[src/rtl/cache_fill_arbiter.sv]
// Main-memory port arbiter between the I-cache fill FSM and the D-cache miss/write FSM.
// Define CACHE_ARB_RR_EN for round-robin arbitration; otherwise D has fixed priority over I.
module cache_fill_arbiter #(
    parameter int WORDS   = 8,
    parameter int MEM_LAT = 4,
    parameter int ADDR_W  = 16,
    parameter int DATA_W  = 16
) (
    input  logic                     clk,
    input  logic                     rst,
    input  logic                     i_req,
    input  logic [ADDR_W-1:0]        i_addr,
    input  logic                     d_req,
    input  logic                     d_wr,
    input  logic [ADDR_W-1:0]        d_addr,
    input  logic [DATA_W-1:0]        d_wdata,
    output logic                     mem_en,
    output logic                     mem_wr,
    output logic [ADDR_W-1:0]        mem_addr,
    output logic [DATA_W-1:0]        mem_wdata,
    input  logic [DATA_W-1:0]        mem_rdata,
    input  logic                     mem_valid,
    output logic                     i_gnt,
    output logic                     d_gnt,
    output logic                     fill_valid,
    output logic [$clog2(WORDS)-1:0] fill_idx,
    output logic [DATA_W-1:0]        fill_data,
    output logic                     i_done,
    output logic                     d_done,
    output logic                     i_busy,
    output logic                     d_busy
);
    localparam int IDX_W = $clog2(WORDS);
    localparam int CNT_W = IDX_W + 1;
    localparam logic [ADDR_W-1:0] BLK_MASK = ~ADDR_W'(2 * WORDS - 1);

    if (MEM_LAT < 1 || WORDS < 2 || (WORDS & (WORDS - 1)) != 0) begin : g_param_check
        $error("cache_fill_arbiter: WORDS must be a power of 2 >= 2 and MEM_LAT >= 1");
    end

    typedef enum logic [1:0] {IDLE = 2'd0, ISSUE, WAIT, DONE} state_t;

    state_t             state, state_next;
    logic               owner;      // 0 = I side, 1 = D side
    logic               op_wr;
    logic [ADDR_W-1:0]  base;       // block base for fills, word address for writes
    logic [DATA_W-1:0]  wdata;
    logic [CNT_W-1:0]   iss_cnt;
    logic [CNT_W-1:0]   ret_cnt;
    logic               any_req;
    logic               pick_d;
    logic [ADDR_W-1:0]  pick_base;
    logic               fill_hit;

    assign any_req = i_req | d_req;

`ifdef CACHE_ARB_RR_EN
    logic last_served;  // side granted most recently; reset value I lets D win the first tie
    assign pick_d = d_req & (~i_req | ~last_served);
`else
    assign pick_d = d_req;
`endif

    assign pick_base = !pick_d ? (i_addr & BLK_MASK) :
                       d_wr    ? {d_addr[ADDR_W-1:1], 1'b0} :
                                 (d_addr & BLK_MASK);

    // Returns are only meaningful while a fill is in flight; stale ones after a reset land in IDLE/DONE.
    assign fill_hit = mem_valid & ~op_wr & ((state == ISSUE) | (state == WAIT));

    // NOTE: sequential state uses non-blocking assignments so every register samples pre-edge values.
    always_ff @(posedge clk) begin
        if (rst) state <= IDLE;
        else     state <= state_next;
    end

    always_ff @(posedge clk) begin
        if (rst) begin
            owner   <= 1'b0;
            op_wr   <= 1'b0;
            base    <= '0;
            wdata   <= '0;
            iss_cnt <= '0;
            ret_cnt <= '0;
`ifdef CACHE_ARB_RR_EN
            last_served <= 1'b0;
`endif
        end else begin
            if (state == IDLE && any_req) begin
                owner   <= pick_d;
                op_wr   <= pick_d & d_wr;
                base    <= pick_base;
                wdata   <= d_wdata;
                iss_cnt <= '0;
                ret_cnt <= '0;
`ifdef CACHE_ARB_RR_EN
                last_served <= pick_d;
`endif
            end
            if (state == ISSUE && !op_wr) iss_cnt <= iss_cnt + CNT_W'(1);
            if (fill_hit)                 ret_cnt <= ret_cnt + CNT_W'(1);
        end
    end

    // NOTE: every combinational output gets a default first so no path can infer a latch.
    always_comb begin
        state_next = state;
        case (state)
            IDLE:  if (any_req) state_next = ISSUE;
            ISSUE: begin
                if (op_wr)                                state_next = DONE;
                else if (iss_cnt == CNT_W'(WORDS - 1))    state_next = WAIT;
            end
            WAIT:  if (fill_hit && ret_cnt == CNT_W'(WORDS - 1)) state_next = DONE;
            DONE:  state_next = IDLE;
            default: state_next = IDLE;
        endcase
    end

    always_comb begin
        mem_en     = 1'b0;
        mem_wr     = 1'b0;
        mem_addr   = '0;
        mem_wdata  = '0;
        fill_valid = fill_hit;
        fill_idx   = '0;
        fill_data  = '0;
        i_gnt      = (state != IDLE) & ~owner;
        d_gnt      = (state != IDLE) & owner;
        i_done     = (state == DONE) & ~owner;
        d_done     = (state == DONE) & owner;
        if (state == ISSUE) begin
            mem_en = 1'b1;
            if (op_wr) begin
                mem_wr    = 1'b1;
                mem_addr  = base;
                mem_wdata = wdata;
            end else begin
                mem_addr = base + ADDR_W'({iss_cnt[IDX_W-1:0], 1'b0});
            end
        end
        if (fill_hit) begin
            fill_idx  = ret_cnt[IDX_W-1:0];
            fill_data = mem_rdata;
        end
        i_busy = i_req & ~i_done;
        d_busy = d_req & ~d_done;
    end
endmodule

[config.mk]
export PLATFORM = sky130hd
export DESIGN_NAME = cache_fill_arbiter
export DESIGN_NICKNAME = d
export VERILOG_FILES = /design/src/rtl/cache_fill_arbiter.sv
export SDC_FILE = /design/constraint.sdc
export NUM_CORES = 1
export LEC_CHECK = 0
export ABC_AREA = 1
export BUFFER_PORTS_ARGS = -buffer_cell sky130_fd_sc_hd__buf_2
export CAP_MARGIN = 30
export CORE_ASPECT_RATIO = 1.5
export CORE_MARGIN = 2
export CORE_UTILIZATION = 45
export DETAILED_ROUTE_END_ITERATION = 10
export PLACE_DENSITY = 0.81
export SLEW_MARGIN = 20
export SYNTH_ARGS = -nofsm -noshare
export SYNTH_HDL_FRONTEND = slang
export SYNTH_SLANG_ARGS = --single-unit
[constraint.sdc]
create_clock -name clk -period 2.43 [get_ports clk]
set_clock_uncertainty 0.2 [all_clocks]
set_input_delay 0.3645 -clock clk [delete_from_list [all_inputs] [get_ports clk]]
set_output_delay 0.3645 -clock clk [all_outputs]
set_load 0.005 [all_outputs]
==> results of run 1 <==
## flip-flops by register name, indices dropped and copies added, names as in the netlist
signal   flops
base        15
iss_cnt      4
op_wr        1
owner        1
ret_cnt      4
state        2
wdata       16
## cell usage in the layout (no fill, tap or decap), drive strengths merged
cell type / count
buf: 136
dfxtp: 43
inv: 70
nand4: 6
nor2: 64
a22o: 2
a31oi: 12
nand3: 24
nor3: 4
ha: 9
clkinvlp: 6
a21oi: 37
clkbuf: 5
conb: 1
o21ai: 41
fa: 1
nand2: 87
## cell usage after synthesis, drive strengths merged
master / number / area (um2)
nand3: 24 / 120
inv: 70 / 263
buf: 10 / 55.1
a31oi: 12 / 75.1
nor2: 64 / 245
o21ai: 41 / 205
a21oi: 37 / 196
nand4: 6 / 37.5
nor3: 4 / 20.0
ha: 9 / 113
conb: 1 / 3.75
nand2: 87 / 329
dfxtp: 43 / 861
clkbuf: 7 / 26.3
fa: 1 / 20.0
a22o: 2 / 17.5
## cell families after synthesis
kind of cell	count (synthesis)
AND/OR/NAND/NOR	185
AO/OA/AOI/OAI	92
buffers and inverters	87
flip-flops	43
adder cells (fa/ha/maj)	10
other	1
## where the power goes
part           switching (mW)  internal [mW]  total [mW]
combinational           0.852          0.570        1.42
clock                   0.262          0.205       0.467
sequential              0.152          0.927        1.08
total                    1.27           1.70        2.97
## worst max-delay path: cells and delay by family (launching register included)
family	cells	cell delay, ps
and+or+nand+nor	3	500
buffers and inverters	3	410
adders and majority gates	1	260
DFF	1	370
## cell type report
class	instances	share of cell area [%]
tap	70	2.48
timing repair inverter	3	0.637
sequential	43	25.0
multi-input combinational	288	41.2
clock inverter	3	0.672
timing repair buffer	136	20.5
inverter	70	7.54
clock buffer	5	1.95
## per-stage QoR
step | worst slack (ps) | hold WS (ps) | cells | util [%]
3_3_place_gp | 219 | 239 | 601 | 59.6
2_1_floorplan | 377 | 231 | 418 | -
3_5_place_dp | 156 | 245 | 601 | 59.6
5_1_grt | -74.9 | 104 | 618 | 64.4
6_report | 24.4 | 113 | 618 | 64.4
4_1_cts | -20.8 | 111 | 609 | 61.8
## per-layer routing
| layer | GRT usage, % | vias up | wire [um] |
|---|---|---|---|
| li1 | - | 1585 | - |
| met1 | 23.7 | 1337 | 2820 |
| met2 | 39.9 | 101 | 3730 |
| met3 | 3.72 | 12 | 379 |
| met4 | 7.37 | 0 | 136 |
| met5 | 0 | - | 0 |
## worst paths after layout
kind / startpoint / end / slack (ps) / cells after the start
max: state[1]$_SDFFE_PP0P_ / fill_data[3] / 20 / 7
min: d_addr[2] / base[2]$_SDFFE_PP0P_ / 110 / 3
max reg2reg: state[1]$_SDFFE_PP0P_ / ret_cnt[3]$_SDFFE_PP0P_ / 420 / 9
min reg2reg: wdata[8]$_SDFFE_PP0P_ / wdata[8]$_SDFFE_PP0P_ / 260 / 2
## repair_timing
item                       4_1_cts  5_1_grt
resized for setup                8       31
setup endpoints to repair       18       30
gates cloned                     0        3
pin swaps                        1       10
buffers inserted                 0        6
==> run summary, run 1 <==
The delay of the slowest critical-path stage is 370 ps. The synthesized-area fraction occupied by ao, oa, aoi and oai cells is 19.1%. CTS built an H-tree with a depth of 2. The highest achievable clock rate is 416 MHz. 0 antenna diodes ended up in the layout.

Summing internal, switching and leakage power gives 2.97 mW. Clock-pin slew was measured on the worst setup and hold paths at 90 ps. The data required time of the critical path is 1870 ps. The global-route wire length before repair came out at 11.2 mm. The actual slew at the worst max-slew pin is 720 ps. The standard cell with the maximum stage delay on the critical path is dfxtp_4. The starting density of the core is 47.1%. The core outline area is 5490 um2. The worst setup path is captured at a primary output. Once detail routing completed, the nets flagged for antenna violations numbered 0. The number of port buffers came out at 123. In the synthesized netlist, mux cells make up 0% of the area. After synthesis, the largest family of logic cells by area is simple AND/OR/NAND/NOR gates.

The number of antenna violations at the first check in global routing came to 0. The post-synthesis instance area is 2590 um2. The number of global-route vias before repair is 2654. The number of hold violations in the final report is 0. The number of nets in the layout is 627. The global-route congestion overflow total came out at 0. The cts-stage hold buffer count came out at 0. After detailed routing, the average wire length per cell comes to 11.4 um. The path class of the tightest hold or removal check is in -> reg. The post-synthesis simple-gate area fraction is 29.1%.

The number of synthesis warnings came out at 0. The cell count after synthesis came out at 418. The fraction of layout instances using a drive strength above 1 is 32.5%. The first-pass detailed-route iteration total came out at 4. The post-route cell area is 3540 um2. Summed over all cells, the static leakage comes to 1.80 nW. Summing the sequential cell areas from Yosys gives 33.3% of the chip area. The final total negative setup slack came out at 0 ps.

The site row count came out at 33. The multi-input combinational cells in the finished layout cover a total of 1460 um2. TritonCTS built the clock tree. The tree built by TritonCTS fans out to 43 sinks. The tree is rooted in a clkbuf_8. The critical path in this run is classified as reg -> out.

The number of top-level design ports is 130. The die footprint came out at 6390 um2. The xor and xnor area share after synthesis is 0%. The total count of max-transition violations in the final report came out at 0. The via density per instance came out at 4.91. Measured against its own limit, the worst slew margin works out to 51.9%. The clock latency on the worst-skew pair is 300 ps. The synthesized netlist net count is 498. In the final layout, flip-flops and latches occupy 883 um2.

Power spread over the standard cell area amounts to 840 nW/um2. The y dimension of the die is 96.9 um. The largest driver fanout on the critical path came out at 5.

The final period demand of the worst path came out at 2410 ps. The remaining routing DRC violations came out at 0. In the global route stage, overall resource usage came out at 21.5%. The clock passes through at most 2 buffers. The adder-cell share of the synthesized area is 5.13%. The number of DRC markers after the initial detailed-route iteration came out at 64. Across all layers, the routed design uses 3035 vias. Entering global routing, the biggest net connects 42 pins. The sum of routed wire length over all layers is 7.07 mm. Routability-driven placement finished with a final weighted congestion of 0.834. The die outline width is 65.9 um. The mean post-synth cell area came out at 6.19 um2. Setup repair after global routing could not meet its margin everywhere.

The number of maximum-capacitance constraint violations is 0. The final setup violation count is 0. The area growth from synthesis to layout is 36.7%. The total half-perimeter wirelength after legalization and detailed placement came out at 5.16 mm.

The worst setup path is launched from a flop. At the worst endpoint, the arrival time is 1840 ps. The standard cell area after detailed placement came out at 3270 um2.

The flip-flop and latch count after synthesis is 43. The run finished with clean final reports. The layout has 499 filler cells. The share of the clock period used by the worst path after layout came out at 99.0%. The worst-case vdd ir drop is 0.662 mV. The post-synthesis cell type count is 22. The number of buffers created by CTS is 5. Traced cell by cell, the critical path runs through inv_2, ha_4, nand2_2, nor2_4, clkinvlp_4, nor2_1, buf_2.
No activity file was read; power rests on OpenSTA's default activity.
==> run 2, diff against run 1 <==
CORE_ASPECT_RATIO = unset   (was 1.5)
MAX_ROUTING_LAYER = met4   (was unset)
==> run summary, run 2 (synthesis results as in run 1) <==
The pin count of the biggest net entering global routing is 42 (unchanged). STA classifies the critical path startpoint as a flop. The wire length per cell came out at 11.3 um (-1.6%). The number of top-level design ports came out at 130 (unchanged). TritonCTS built the clock tree.

The starting density of the core came out at 46.7% (-0.41 points). The total count of max-transition violations in the final report came out at 0 (unchanged). The flow ran to the end, and the final reports show no timing, DRC or antenna violations. The global-route congestion overflow total was 0 (unchanged). The post-route cell area is 3420 um2 (-3.3%). The delay of the slowest critical-path stage came out at 370 ps (about the same). The core outline area came to 5540 um2 (+0.89%).

The clock input transition at the sequential cells of the worst setup and hold paths is 80 ps (about the same). The flip-flop count of the largest register, all copies and words added is 16 (unchanged). The worst slew margin relative to its limit is 58.0% (+6.1 points).

The y dimension of the die is 79.8 um (-18%). The die footprint is 6370 um2 (-0.19%). Among cell families on the critical path, the largest total delay comes from adder cells. Routed signal wires occupy layers up through met4. The critical path goes through ha_4, fa_2, nand3_1, o21ai_0, nand3_1, nor2_1, nor2_1, buf_2. The remaining routing DRC violations is 0 (unchanged). The total inserted antenna cells is 0 (unchanged). The final setup violation count is 0 (unchanged).

The number of nets with antenna violations after detailed routing came to 0 (unchanged). The met2 wirelength from detailed routing came to 3.18 mm (-15%). The fraction of layout instances using a drive strength above 1 is 29.0% (-3.5 points).

The via density per instance is 4.89 (-0.36%). The deepest clock path buffer count was 2 (unchanged). The first-pass detailed-route iteration total came out at 5 (+1). The total half-perimeter wirelength after legalization and detailed placement is 5.11 mm (-1.1%). The data arrival time of the critical path came out at 1830 ps (about the same).

The clock latency on the worst-skew pair came out at 290 ps (about the same). The global-route usage over all layers came out at 22.1% (+0.61 points). The critical path endpoint category is a primary output.

The standard cell area after detailed placement is 3260 um2 (-0.54%). The register with the most flip-flops in the final layout is wdata. The number of port buffers came out at 123 (unchanged).

The data required time of the critical path is 1870 ps (about the same). The switching component of the power is 1.18 mW (-6.5%). The highest achievable clock rate is 418 MHz (+0.54%). The final period demand of the worst path came to 2390 ps (-13.0 ps). The sum of routed wire length over all layers came out at 6.87 mm (-2.9%). The overall power of the completed layout is 2.86 mW (-3.6%). In the final layout, the registers with the most flip-flops are wdata x16, base x15. The share of the clock period used by the worst path after layout is 98.5% (-0.54 points).

The wire length on met3 is 512 um (+35%). By startpoint and endpoint, the worst setup path is classified as reg -> out. The worst-case vdd ir drop was 0.674 mV (+1.9%). The power density of the placed cells is 837 nW/um2 (-0.32%).

The number of nets in the layout was 618 (-1.4%). The post-route met1 wirelength is 3.10 mm (+9.9%). The number of hold violations in the final report came out at 0 (unchanged). The number of H-tree branching levels came out at 2 (unchanged). Compared with the post-synthesis result, the final layout area differs by 32.2%. The total buffers and inverters traversed by the critical path came out at 1 (-2). The die outline width is 79.8 um (+21%). The number of antenna violations at the first check in global routing came out at 0 (unchanged).

Setup repair after global routing could not meet its margin everywhere. The cell internal power dissipation is 1.68 mW (-1.4%). In this run the clock root is driven by a clkbuf_8.

The site row count is 27 (-18%). The leakage power of the design came out at 1.77 nW (-1.6%). The number of global-route vias before repair is 2689 (+1.3%). The actual slew at the worst max-slew pin is 628 ps (-91.7 ps).

The number of DRC markers after the initial detailed-route iteration came out at 194 (+200%). The global-route wire length before repair came out at 11.3 mm (+0.93%). The power share of the sequential group came out at 38.0% (+1.6 points). The path class of the tightest hold or removal check is in -> reg. The CTS sink count came out at 43 (unchanged). The combinational group share of total power is 42.9% (-5.0 points). The switching part of the total is 41.4% (-1.3 points). The number of maximum-capacitance constraint violations came out at 0 (unchanged). The cts-stage hold buffer count was 0 (unchanged). The number of buffers created by CTS is 5 (unchanged). The library cells used most frequently in the layout, excluding fill and tap cells, are 123 x buf_2, 83 x nand2_1, 64 x inv_1, 62 x nor2_1, 40 x dfxtp_1. The vias after detailed routing came out at 2985 (-1.6%).

Leaving out fill and tap cells, the most frequent cell in the layout is buf_2. The part of the total power dissipated in the clock network came to 19.1% (+3.4 points). The largest driver fanout on the critical path came out at 5 (unchanged).

For this design, the slowest cell found on the critical path is dfxtp_4. The placer's final routability congestion estimate came out at 0.902 (+8.2%).
[run 2: what timing repair did]
action                     4_1_cts  5_1_grt
resized for setup                7       10
setup endpoints to repair        8       11
buffers inserted                 0        1
pin swaps                        0        3
[run 2: worst paths after layout]
check                     startpoint  cells after the start  slack [ps]                 endpoint
min reg2reg    wdata[4]$_SDFFE_PP0P_                      2         250    wdata[4]$_SDFFE_PP0P_
min                        i_addr[4]                      3         120     base[4]$_SDFFE_PP0P_
max          iss_cnt[0]$_SDFFE_PP0P_                      8          40              mem_addr[9]
max reg2reg    state[1]$_SDFFE_PP0P_                      7         420  iss_cnt[3]$_SDFFE_PP0P_
[run 2: area by class of cell]
| cell class | count | area [um2] |
|---|---|---|
| Fill cell | 511 | 2120 |
| Multi-Input combinational cell | 288 | 1420 |
| Sequential cell | 43 | 870 |
| Timing Repair Buffer | 130 | 668 |
| Inverter | 70 | 263 |
| Tap cell | 72 | 90.1 |
| Clock buffer | 5 | 68.8 |
| Clock inverter | 2 | 37.5 |
[run 2: layer usage]
layer | GRT usage [%] | up-vias
met5 | - | -
met3 | 3.96 | 8
met2 | 38.2 | 110
li1 | - | 1566
met1 | 26.7 | 1301
met4 | 5.93 | 0
[run 2: through the flow]
step	util, %	setup slack (ps)	hold slack [ps]	TNS [ps]	cells
finish	61.7	37.4	125	0	610
global route	61.7	-81.1	127	-189	610
CTS	61.2	23.1	124	0	609
detailed placement	58.8	190	245	0	602
global placement	58.8	242	238	0	602
floorplan	-	377	231	0	418
[run 2: worst register-to-register path, cell delays in order (launching register included)]
cell and delay, ps:
dfxtp_1 400, inv_1 100, ha_1 270, inv_1 140
a21oi_4 40, inv_2 470, o21ai_0 170, a21oi_1 160
[run 2: power groups by stage]
stage	Clock, mW	Combinational (mW)	Sequential [mW]
detailed placement	0	1.21	1.09
CTS	0.556	1.22	1.08
global route	0.586	1.41	1.12
finish	0.547	1.23	1.09
global placement	0	1.18	1.08
floorplan	0	0.875	1.04
==> run 3, diff against run 2 <==
CELL_PAD_IN_SITES_DETAIL_PLACEMENT = 1   (was unset)
CELL_PAD_IN_SITES_GLOBAL_PLACEMENT = 2   (was unset)
CORE_UTILIZATION = 20   (was 45)
PLACE_DENSITY = 0.78   (was 0.81)
clock period = 2 ns   (was 2.43 ns; I/O delays follow)
==> run summary, run 3 (synthesis results as in run 1) <==
The number of buffers created by CTS is 5 (unchanged). The startpoint of the most critical hold path is d_addr[1]. The hold-critical path endpoint is base[1]$_SDFFE_PP0P_. The global-route usage over all layers is 13.9% (-8.3 points). The wire length per cell came out at 13.0 um (+15%). The worst hold slack came out at 58.9 ps (-66.0 ps).

The worst slew margin relative to its limit is 66.1% (+8.1 points). The area growth from synthesis to layout is 60.7%. The worst hold path depth came out at 3 (unchanged). The deepest clock path buffer count came to 2 (unchanged). The endpoint identified for the worst register-to-register timing path is state[1]$_SDFFE_PP0P_.

The leakage power of the design is 2.03 nW (+15%). The number of cell instances on the worst register-to-register path came out at 13 (+6). The cts-stage hold buffer count came to 0 (unchanged). The share of the core filled with cells is 33.0% (-29 points). Clock tree synthesis selected as its root buffer the cell clkbuf_16. The final standard cell count with taps included and fillers excluded came out at 746 (+22%). The y dimension of the die came to 118 um (+47%). In this run the worst hold path is classified as in -> reg. The combinational group share of total power was 50.8% (+7.9 points). The overall power of the completed layout came out at 4.33 mW (+51%). The switching part of the total was 41.8% (+0.43 points). The number of nets with antenna violations after detailed routing is 0 (unchanged). The CTS sink count is 43 (unchanged). The CTS tree is done. The die footprint is 13900 um2 (+120%). The actual slew at the worst max-slew pin is 504 ps (-124 ps). The total inserted antenna cells came out at 0 (unchanged).

The flip-flop count of the largest register, all copies and words added is 16 (unchanged). The sum of routed wire length over all layers is 9.68 mm (+41%). Based on the critical path, the design can be clocked at up to 443 MHz.

The clock latency on the worst-skew pair was 290 ps (about the same). The switching component of the power came out at 1.81 mW (+53%). The power share of the sequential group is 30.2% (-7.8 points). The part of the total power dissipated in the clock network was 19.0% (about the same).

The count of filler cells inserted in the layout is 1643 (+220%). Setup repair after global routing could not meet its margin everywhere. The worst setup slack after layout is -260 ps (-297 ps).

The register-to-register path setup slack was 40 ps (-380 ps). The run finished, with violations left. The starting density of the core is 20.5% (-26 points). The first-pass detailed-route iteration total is 4 (-1). The global-route congestion overflow total came out at 0 (unchanged). The checks that failed: negative setup slack.

The final period demand of the worst path is 2260 ps. The number of top-level design ports was 130 (unchanged). The data arrival time of the critical path is 1760 ps (-70 ps). STA classifies the critical path endpoint as a primary output. The remaining routing DRC violations came to 0 (unchanged). The element type at the critical path start is a flop. The power density of the placed cells is 1040 nW/um2 (+24%). The number of DRC markers after the initial detailed-route iteration came out at 107 (-45%). The vias after detailed routing was 3185 (+6.7%).

The number of hold violations in the final report is 0 (unchanged). The placer's final routability congestion estimate came out at 0.825 (-8.6%). The number of port buffers is 123 (unchanged). The largest driver fanout on the critical path came out at 6 (+1).

The number of maximum-capacitance constraint violations came out at 0 (unchanged). The worst-case vdd ir drop was 0.343 mV (-49%). The via density per instance came out at 4.27 (-13%). The number of H-tree branching levels came out at 2 (unchanged). The post-place setup slack came to -136 ps (-326 ps).

The pin count of the biggest net entering global routing came out at 37 (-12%). The clock input transition at the sequential cells of the worst setup and hold paths came out at 60 ps (-20 ps). Leaving out fill and tap cells, the most frequent cells in the layout are 122 x buf_2, 68 x nand2_1, 60 x inv_1, 49 x nor2_1, 34 x dfxtp_1. The core outline area came out at 12600 um2 (+130%). The number of global-route vias before repair came out at 3209 (+19%). The die outline width came to 118 um (+47%).

The largest registers in the layout are wdata x16, base x15. The data required time of the critical path is 1500 ps (-370 ps). The cell internal power dissipation came out at 2.52 mW (+50%). The final setup violation count came out at 35 (+35).

Counting flops per register, the top entry is wdata. The count of placed standard cells including taps came out at 719 (+19%). The share of the clock period used by the worst path after layout is 113%. The global-route wire length before repair came out at 15.4 mm (+36%).

The startpoint identified for the worst register-to-register timing path is state[0]$_SDFFE_PP0P_. The fraction of layout instances using a drive strength above 1 came out at 43.6% (+15 points). The total half-perimeter wirelength after legalization and detailed placement is 7.02 mm (+37%).

The number of nets in the layout came to 653 (+5.7%). The setup path with the least slack is of type reg -> out. The total count of max-transition violations in the final report is 0 (unchanged).

The number of antenna violations at the first check in global routing is 0 (unchanged). The site row count came to 41 (+52%). Leaving out fill and tap cells, the most frequent cell in the layout is buf_2.
==> run 3: power groups by stage <==
| stage | Clock [mW] | Combinational, mW | Sequential (mW) |
|---|---|---|---|
| after floorplan | 0 | 1.06 | 1.26 |
| after global placement | 0 | 1.71 | 1.29 |
| after detailed placement | 0 | 1.75 | 1.30 |
| after CTS | 0.860 | 2.07 | 1.30 |
| after global routing | 0.882 | 2.47 | 1.34 |
| final | 0.824 | 2.20 | 1.31 |
==> run 3: timing repair <==
action	CTS	global route
pin swaps	17	20
setup buffers	10	7
cloned	3	1
setup endpoints to repair	51	56
resized for setup	57	45
==> run 3: layout make-up <==
class,count,area (um2),area share (%)
repair buffers,162,987,23.7
well taps,172,215,5.17
clock buffers,6,129,3.10
clock inverters,2,12.5,0.301
multi-input cells,288,1650,39.6
inverters,70,269,6.47
repair inverters,3,22.5,0.542
flip-flops and latches,43,877,21.1
==> run 3: metal layers <==
layer | GRT usage, % | vias up | wire length (um) | share of wire [%]
li1 | - | 1638 | - | -
met1 | 16.8 | 1477 | 4410 | 46
met2 | 23.5 | 60 | 4780 | 49
met3 | 2.33 | 10 | 322 | 3.3
met4 | 4.59 | 0 | 161 | 1.7
met5 | - | - | 0 | 0
==> run 3: stage by stage <==
step | setup TNS (ps) | area (um2)
finish | -4800 | 4160
floorplan | 0 | 2590
detailed placement | -2200 | 3520
CTS | -5330 | 3960
global route | -8070 | 4160
global placement | -1020 | 3520
==> run 3: how the worst max path moves through the flow <==
stage	from	end	slack, ps
6_report	base[1]$_SDFFE_PP0P_	mem_addr[7]	-260
5_1_grt	base[1]$_SDFFE_PP0P_	mem_addr[11]	-380
4_1_cts	base[1]$_SDFFE_PP0P_	mem_addr[7]	-270
3_5_place_dp	base[1]$_SDFFE_PP0P_	mem_addr[5]	-140
3_3_place_gp	base[1]$_SDFFE_PP0P_	mem_addr[9]	-110
2_1_floorplan	state[0]$_SDFFE_PP0P_	fill_data[10]	10
==> run 3: critical path: stages (launching register included) <==
cell and delay (ps):
dfxtp_4 350, ha_4 160, fa_2 360, nand2_2 90, nand2_2 60, inv_2 70
nor2_4 50, o21ai_1 150, a21oi_2 50, buf_2 130
